$ cat src/rtl/pulse_train_scheduler.sv
// Queues pulse descriptors and fires the selected signal generator REPEAT times,
// with a programmable idle gap after each pulse.
//
// state    | meaning
// IDLE     | no descriptor active; pops the FIFO head when ENABLE is high
// LOAD     | drives SIGNAL_TYPE/T_IMPULSE from the working descriptor
// ARM      | waits for ENABLE && OUT_REG_READY before requesting a pulse
// WAIT_ACK | SIGN_START_GEN held high until the generator acknowledges
// RUN      | pulse in flight; waits for the generator's last-sample flag
// GAP      | gap+1 idle cycles, then next repeat (ARM) or IDLE
module pulse_train_scheduler #(
  parameter int          _FIFO_DEPTH  = 4,
  parameter int          _FIFO_AW     = 2,
  parameter logic [15:0] _ACK_TIMEOUT = 16'd255,
  parameter int          _GAP_W       = 16
) (
  input  logic              CLK,
  input  logic              RESET,
  input  logic              CFG_WR,
  input  logic [1:0]        CFG_SIGNAL_TYPE,
  input  logic [9:0]        CFG_T_IMPULSE,
  input  logic [_GAP_W-1:0] CFG_GAP,
  input  logic [7:0]        CFG_REPEAT,
  output logic              CFG_FULL,
  input  logic              ENABLE,
  input  logic              OUT_REG_READY,
  input  logic              SIGN_START_CALC,
  input  logic              SIGN_STOP_CALC,
  output logic [1:0]        SIGNAL_TYPE,
  output logic [9:0]        T_IMPULSE,
  output logic              SIGN_START_GEN,
  output logic              BUSY,
  output logic              PULSE_DONE,
  output logic              ERR_TIMEOUT
);

  localparam int                DESC_W   = 2 + 10 + _GAP_W + 8;
  localparam logic [_FIFO_AW:0] FULL_CNT = _FIFO_DEPTH[_FIFO_AW:0];

  typedef enum logic [2:0] {
    S_IDLE,
    S_LOAD,
    S_ARM,
    S_WAIT_ACK,
    S_RUN,
    S_GAP
  } state_t;

  state_t state_q, state_d;

  logic [DESC_W-1:0]   fifo_mem [_FIFO_DEPTH];
  logic [_FIFO_AW-1:0] wr_ptr, rd_ptr;
  logic [_FIFO_AW:0]   fifo_cnt, fifo_cnt_d;
  logic [DESC_W-1:0]   head;
  logic [1:0]          h_type;
  logic [9:0]          h_t;
  logic [_GAP_W-1:0]   h_gap;
  logic [7:0]          h_rep;

  logic [1:0]          w_type;
  logic [9:0]          w_t;
  logic [_GAP_W-1:0]   w_gap;
  logic [7:0]          rep_cnt;
  logic [_GAP_W-1:0]   gap_cnt;
  logic [15:0]         tmo_cnt;

  logic push, pop, fire, finish, tmo;

  assign push = CFG_WR && !CFG_FULL;
  assign head = fifo_mem[rd_ptr];
  assign {h_type, h_t, h_gap, h_rep} = head;
  assign BUSY = (state_q != S_IDLE);

  always_comb begin
    fifo_cnt_d = fifo_cnt;
    if (push && !pop)
      fifo_cnt_d = fifo_cnt + 1'b1;
    else if (!push && pop)
      fifo_cnt_d = fifo_cnt - 1'b1;
  end

  // Descriptor storage needs no reset: emptiness is tracked by the count alone.
  always_ff @(posedge CLK) begin
    if (push)
      fifo_mem[wr_ptr] <= {CFG_SIGNAL_TYPE, CFG_T_IMPULSE, CFG_GAP, CFG_REPEAT};
  end

  always_ff @(posedge CLK) begin
    if (!RESET) begin
      wr_ptr   <= '0;
      rd_ptr   <= '0;
      fifo_cnt <= '0;
      CFG_FULL <= 1'b0;
    end else begin
      if (push)
        wr_ptr <= wr_ptr + 1'b1;
      if (pop)
        rd_ptr <= rd_ptr + 1'b1;
      fifo_cnt <= fifo_cnt_d;
      CFG_FULL <= (fifo_cnt_d == FULL_CNT);
    end
  end

  always_ff @(posedge CLK) begin
    if (!RESET)
      state_q <= S_IDLE;
    else
      state_q <= state_d;
  end

  always_comb begin
    state_d = state_q;
    pop     = 1'b0;
    fire    = 1'b0;
    finish  = 1'b0;
    tmo     = 1'b0;
    case (state_q)
      S_IDLE: begin
        if (ENABLE && (fifo_cnt != '0)) begin
          pop     = 1'b1;
          state_d = S_LOAD;
        end
      end
      S_LOAD: state_d = S_ARM;
      S_ARM: begin
        if (ENABLE && OUT_REG_READY) begin
          fire    = 1'b1;
          state_d = S_WAIT_ACK;
        end
      end
      S_WAIT_ACK: begin
        // A generator that starts and ends in the same cycle counts as a completed pulse.
        if (SIGN_START_CALC && SIGN_STOP_CALC) begin
          finish  = 1'b1;
          state_d = S_GAP;
        end else if (SIGN_START_CALC) begin
          state_d = S_RUN;
        end else if (tmo_cnt <= 16'd1) begin
          tmo     = 1'b1;
          state_d = S_IDLE;
        end
      end
      S_RUN: begin
        if (SIGN_STOP_CALC) begin
          finish  = 1'b1;
          state_d = S_GAP;
        end
      end
      S_GAP: begin
        if (gap_cnt == '0)
          state_d = (rep_cnt != 8'd0) ? S_ARM : S_IDLE;
      end
      default: state_d = S_IDLE;
    endcase
  end

  always_ff @(posedge CLK) begin
    if (!RESET) begin
      w_type         <= '0;
      w_t            <= '0;
      w_gap          <= '0;
      rep_cnt        <= '0;
      gap_cnt        <= '0;
      tmo_cnt        <= '0;
      SIGNAL_TYPE    <= '0;
      T_IMPULSE      <= '0;
      SIGN_START_GEN <= 1'b0;
      PULSE_DONE     <= 1'b0;
      ERR_TIMEOUT    <= 1'b0;
    end else begin
      if (pop) begin
        w_type  <= h_type;
        w_t     <= h_t;
        w_gap   <= h_gap;
        rep_cnt <= (h_rep == 8'd0) ? 8'd1 : h_rep;
      end else if (finish) begin
        rep_cnt <= rep_cnt - 8'd1;
      end
      if (state_q == S_LOAD) begin
        SIGNAL_TYPE <= w_type;
        T_IMPULSE   <= w_t;
      end
      // Ack timeout counts down from _ACK_TIMEOUT; expiry is the terminal count of 1.
      if (fire)
        tmo_cnt <= _ACK_TIMEOUT;
      else if ((state_q == S_WAIT_ACK) && (tmo_cnt != 16'd0))
        tmo_cnt <= tmo_cnt - 16'd1;
      if (finish)
        gap_cnt <= w_gap;
      else if ((state_q == S_GAP) && (gap_cnt != '0))
        gap_cnt <= gap_cnt - 1'b1;
      SIGN_START_GEN <= (state_d == S_WAIT_ACK);
      PULSE_DONE     <= finish;
      if (tmo)
        ERR_TIMEOUT <= 1'b1;
    end
  end

endmodule

$ cat config.mk
export PLATFORM = sky130hd
export DESIGN_NAME = pulse_train_scheduler
export DESIGN_NICKNAME = d
export VERILOG_FILES = /design/src/rtl/pulse_train_scheduler.sv
export SDC_FILE = /design/constraint.sdc
export NUM_CORES = 1
export LEC_CHECK = 0
export BUFFER_PORTS_ARGS = -buffer_cell sky130_fd_sc_hd__buf_4
export CAP_MARGIN = 20
export CORE_UTILIZATION = 50
export DETAILED_ROUTE_END_ITERATION = 16
export PLACE_DENSITY = 0.68
export SYNTH_ARGS = -nofsm -noshare
export SYNTH_HDL_FRONTEND = slang
export SYNTH_SLANG_ARGS = --single-unit
$ cat constraint.sdc
create_clock -name CLK -period 3.3 [get_ports CLK]
set_input_delay 0.825 -clock CLK [delete_from_list [all_inputs] [get_ports CLK]]
set_output_delay 0.825 -clock CLK [all_outputs]
set_load 0.005 [all_outputs]
# After elaboration in Yosys (flattened, before gate mapping)
# Memory sizes are Yosys's and may differ from the RTL's. A register that Yosys moved wholly into a read port is not among the register bits.
# Cells that the tools add are included.
dict set report classes {
  add_sub_neg 7
  n_eq_ne 7
  n_lt_le_gt_ge 1
  bitwise_logic 1
  muxes 33
  reduce_logical 23
}
# cell count
set ops {}
lappend ops {{two-way mux 8 bit} 5}
lappend ops {{two-way mux 16 bit} 2}
lappend ops {{nonzero test 16 bit} 2}
lappend ops {{subtractor 16 x 1 -> 16 bit (second input constant)} 2}
lappend ops {{two-way mux 3 bit} 9}
lappend ops {{one-hot mux 3 bit (6 select lines)} 1}
lappend ops {{less-or-equal comparator 16 x 1 -> 1 bit (second input constant)} 1}
lappend ops {{logical NOT 16 bit} 1}
lappend ops {{two-way mux 1 bit} 12}
lappend ops {{== test 3 x 2 -> 1 bit (second input constant)} 3}
lappend ops {{== test 3 bit (second input constant)} 3}
lappend ops {{logical AND 1 bit} 8}
lappend ops {{logical NOT 8 bit} 1}
lappend ops {{nonzero test 8 bit} 1}
lappend ops {{subtractor 8 x 1 -> 8 bit (second input constant)} 1}
lappend ops {{two-way mux 2 bit} 3}
lappend ops {{nonzero test 2 bit} 3}
lappend ops {{nonzero test 3 bit} 2}
lappend ops {{adder 2 x 1 -> 2 bit (second input constant)} 2}
lappend ops {{adder 3 x 1 -> 3 bit (second input constant)} 1}
lappend ops {{== test 3 x 1 -> 1 bit (second input constant)} 1}
lappend ops {{logical NOT 1 bit} 3}
lappend ops {{logical NOT 3 bit} 1}
lappend ops {{subtractor 3 x 1 -> 3 bit (second input constant)} 1}
lappend ops {{other kinds (3)} 3}
dict set report word_totals {
  output_inout_bits 17
  mem_bits_rw 144
  ff_bits 94
  inputBits 43
  memories 1
  wordCells 90
}
# name depth width rd rd_clocked_by_memory_dff wr line
set mem_list {}
lappend mem_list {fifo_mem 4 36 1 1 1 51} ;# logic [DESC_W-1:0] fifo_mem [_FIFO_DEPTH];

# Logic depth before layout (Yosys ltp)
dict set report logic_depth {
  word_depth 8
  ltp_mapped 10
  mapped_depth_nobuf 7
}

# Least setup slack after synthesis
# No wires, ideal clock.
dict set report synth_path {
  path_kind {input-to-reg}
  start {input CFG_WR}
  end {memory fifo_mem[0][0] (netlist name) (enable)}
  cell_stages 3
  arrival_time_ps 2105
  setup_ps 397
  setup_slack_ps 799
  path_buffers 1
  t_required_ps 2903
  cell_sequence {nor2b_1 clkbuf_1 and2_1}
}
dict set report synth_via {
  elab_chain_cells 3
}
# item line
set synth_rtl {}
lappend synth_rtl {{start: declaration} 19} ;# input logic CFG_WR,
lappend synth_rtl {{logical AND 1 bit} 69} ;# assign push = CFG_WR && !CFG_FULL;
lappend synth_rtl {{two-way mux 1 bit} 84} ;# if (push)
lappend synth_rtl {{two-way mux 1 bit (implied by the code)} 85} ;# fifo_mem[wr_ptr] <= {CFG_SIGNAL_TYPE, CFG_T_IMPULSE, CFG_GAP, CFG_REPEAT};
lappend synth_rtl {{end: declaration} 51}
# Every way passes these cells.

# Worst setup path after layout
dict set report layout_path {
  start {register gap_cnt[9]}
  end {register gap_cnt[9]}
}
dict set report layout_via {
  elab_chain_cells 3
  elab_cells_between_ends 6
  cone_classes {1 x add/sub; 2 x mux; 3 x reduce/logical}
}
# item line
set layout_rtl {}
lappend layout_rtl {{start: declaration} 64} ;# logic [_GAP_W-1:0] gap_cnt;
lappend layout_rtl {{start signal: assignment} 189} ;# gap_cnt <= w_gap;
lappend layout_rtl {{start signal: assignment} 191} ;# gap_cnt <= gap_cnt - 1'b1;
lappend layout_rtl {{subtractor 16 x 1 -> 16 bit or nonzero test 16 bit (tied branches)} {191, 190}}
lappend layout_rtl {{two-way mux 16 bit or logical AND 1 bit (tied branches)} 190} ;# else if ((state_q == S_GAP) && (gap_cnt != '0))
lappend layout_rtl {{two-way mux 16 bit or nonzero test 2 bit (tied branches)} --}
# Several ways; a longest one is shown, not always the timed one. The select of a mux whose other input is x is not followed.
# A chain may end at the register's enable or synchronous reset.

==> results.json <==
{
  "slew_violations": 0,
  "fin_hold_ws_ps": 454,
  "num_io_pins": 60,
  "design_area_mm2": 0.0112,
  "via_per_inst": 5.64,
  "final_cells": 1080,
  "worst_ep_required_time_ps": 3720,
  "synth_edf_count": 144,
  "die_x_um": 141,
  "syn-num-nets": 795,
  "num_vias": 6093,
  "grt_pass1_vias": 6266,
  "gr-total-overflow": 0,
  "routabilityCongestion": 0.883,
  "finalCritPeriodShare": 0.793,
  "p_per_area_mw_per_mm2": 743,
  "cts_resized": 0,
  "cts_buffers": 25,
  "finalCriticalPeriod_ps": 2620,
  "synth_flop_cell": "edfxtp_1",
  "outcome": "finished clean",
  "io_buffers": 59,
  "power_w": 0.00831,
  "cts_root_buf": "clkbuf_16",
  "synth_cells": 741,
  "drc": 0,
  "relSlewSlack": 0.382,
  "p_seq_frac": 0.462,
  "ys_warn_count": 0,
  "hp-class": "flip-flop to flip-flop",
  "end_kind": "flip-flop",
  "combPwrFrac": 0.205,
  "p_sw_w": 0.00233,
  "wl_per_cell_um": 18.1,
  "clock-sinks": 240,
  "crit_family": "simple AND/OR/NAND/NOR gates",
  "clockBufferDepth": 3,
  "syn_avg_cell_area_um2": 13.0,
  "cpMaxStageDelayCell": "or4_1",
  "tns_ps": 0,
  "setup_violations": 0,
  "htree_levels": 1,
  "drtIter0Drc": 360,
  "hold_buffers": 0,
  "core_area_mm2": 0.0188,
  "antenna_found_initial": 0,
  "placed_area_mm2": 0.0104,
  "ys_async_sr_fraction": 0,
  "crit_type": "flip-flop to flip-flop",
  "worstSetupStartpointType": "flip-flop",
  "drv_cap": 0,
  "dieArea_mm2": 0.0199,
  "placed_cells_incl_taps": 1034,
  "start_util": 0.513,
  "crit_path_cell_trace": "or4_1 -> or4_1 -> o21a_1 -> mux2_4 -> o21a_1",
  "p_clk_frac": 0.333,
  "crit_arrival_ps": 3030,
  "area_growth_pct": 15.8,
  "cp_num_buf_inv": 0,
  "hpwl_mm": 12.5,
  "grt.total_usage": 0.206,
  "cts_tree": "done",
  "antennaDiodeCount": 0,
  "critPathMaxStageDelay_ps": 630,
  "synth_cell_types": 59,
  "hold_viol_final": 0,
  "p_leak_nw": 3.84,
  "ir_drop_mv": 0.465,
  "ys_seq_area_frac": 0.647,
  "placementRows": 50,
  "fmax_mhz": 382,
  "grt_max_degree": 37,
  "layout.nets": 855,
  "swShare": 0.280,
  "wirelength_mm": 19.5,
  "tightestPinTransition_ps": 925,
  "internal-power_w": 0.00598,
  "path_max_fanout": 17,
  "rsz0062_at_grt": "no",
  "drive_above_1_share": 0.202,
  "n_fill_cell": 1481,
  "postRouteAntennaNets": 0,
  "post-cts-setup-buffers": 0,
  "grt_pass1_wl_mm": 32.0,
  "skew_ps": 12.8,
  "dr.pass1.iters": 5,
  "ys_ff_latch": 240,
  "clk_latency_ps": 530,
  "synth_area_mm2": 0.00965,
  "clk_pin_slew_ps": 60,
  "die_y_um": 141
}
-- cell families after synthesis --
kind of cell / share of synthesized area
AO/OA/AOI/OAI: 0.0876
multiplexers: 0.0924
buffers and inverters: 0.0260
adder cells (fa/ha/maj): 0.0153
AND/OR/NAND/NOR: 0.113
XOR/XNOR: 0.0191
flip-flops: 0.647
-- final timing paths --
kind | start | endpoint | slack, ps | cells past startpoint
max | gap_cnt[9] | gap_cnt[9] | 680 | 5
min | w_gap[6] | w_gap[6] | 450 | 2
max reg2reg | gap_cnt[9] | gap_cnt[9] | 680 | 5
min reg2reg | w_gap[6] | w_gap[6] | 450 | 2
-- area by class of cell --
cell class,instances,area (µm²),share of cell area
clock inverters,16,166,0.0149
repair buffers,75,563,0.0504
inverters,18,67.6,0.00604
well taps,260,325,0.0291
flip-flops and latches,240,6250,0.559
clock buffers,30,644,0.0576
multi-input cells,441,3170,0.283
-- cell usage after synthesis (all sizes together) (3+ instances only) --
library cell,n,area share
clkbuf,32,0.012
a211oi,10,0.0078
nand3b,3,0.0023
mux4,36,0.084
nor2,32,0.012
or4,11,0.0093
ha,11,0.014
or2,3,0.0019
o21ai,17,0.0088
xor2,9,0.0082
nor3,20,0.010
dfxtp,96,0.20
nand2b,5,0.0032
mux2,5,0.0074
or3,9,0.0058
edfxtp,144,0.45
buf,10,0.0066
nand2,110,0.043
a311oi,4,0.0036
a21oi,66,0.034
nand4b,3,0.0027
nand4,3,0.0019
o21a,6,0.0047
xnor2,12,0.011
a2111oi,4,0.0043
a31oi,9,0.0058
o22ai,4,0.0026
inv,18,0.0070
nand3,5,0.0026
and2,7,0.0045
nor4,9,0.0065
-- sequential cells by signal, summed over array words and instances, names as in the netlist, 3 cells and up, named ones only --
name	flops
fifo_cnt	3
T_IMPULSE	10
w_gap	16
tmo_cnt	16
rep_cnt	8
state_q	3
fifo_mem	144
w_t	10
gap_cnt	16
-- power groups by stage --
stage	registers [W]	clock network, W	logic [W]
5_1_grt	0.00389	0.00294	0.00190
6_report	0.00384	0.00277	0.00171
3_3_place_gp	0.00388	0	0.00167
4_1_cts	0.00385	0.00283	0.00172
3_5_place_dp	0.00391	0	0.00171
2_1_floorplan	0.00375	0	0.00133
-- worst reg2reg max path: cells and delay by family (launching register included) --
family,cells,cell delay (ps)
muxes,1,390
and+or+nand+nor,2,1150
AOI/OAI and AO/OA,2,620
DFF,1,350
-- layout by cell type (no fill, tap or decap), types with 17 or more instances in the layout --
master / n
edfxtp_1: 144
nor2_1: 32
buf_4: 75
nand2_1: 110
inv_1: 17
clkbuf_16: 25
a21oi_1: 66
dfxtp_1: 95
nor3_1: 20
mux4_2: 36
-- per-layer routing --
layer	part of all wire	wire, µm	vias to the layer above	GRT usage
li1	-	-	2889	-
met1	0.42	8270	3003	0.263
met2	0.50	9690	164	0.361
met3	0.054	1050	37	0.0374
met4	0.025	478	0	0.0549
met5	0	0	-	0
-- metrics by stage --
| stage | util | setup WS [ps] |
|---|---|---|
| 6_report | 0.594 | 684 |
| 5_1_grt | 0.594 | 571 |
| 4_1_cts | 0.594 | 708 |
| 3_5_place_dp | 0.551 | 718 |
| 3_3_place_gp | 0.551 | 754 |
| 2_1_floorplan | - | 799 |
Note: power is estimated with default switching activity, not from simulation.
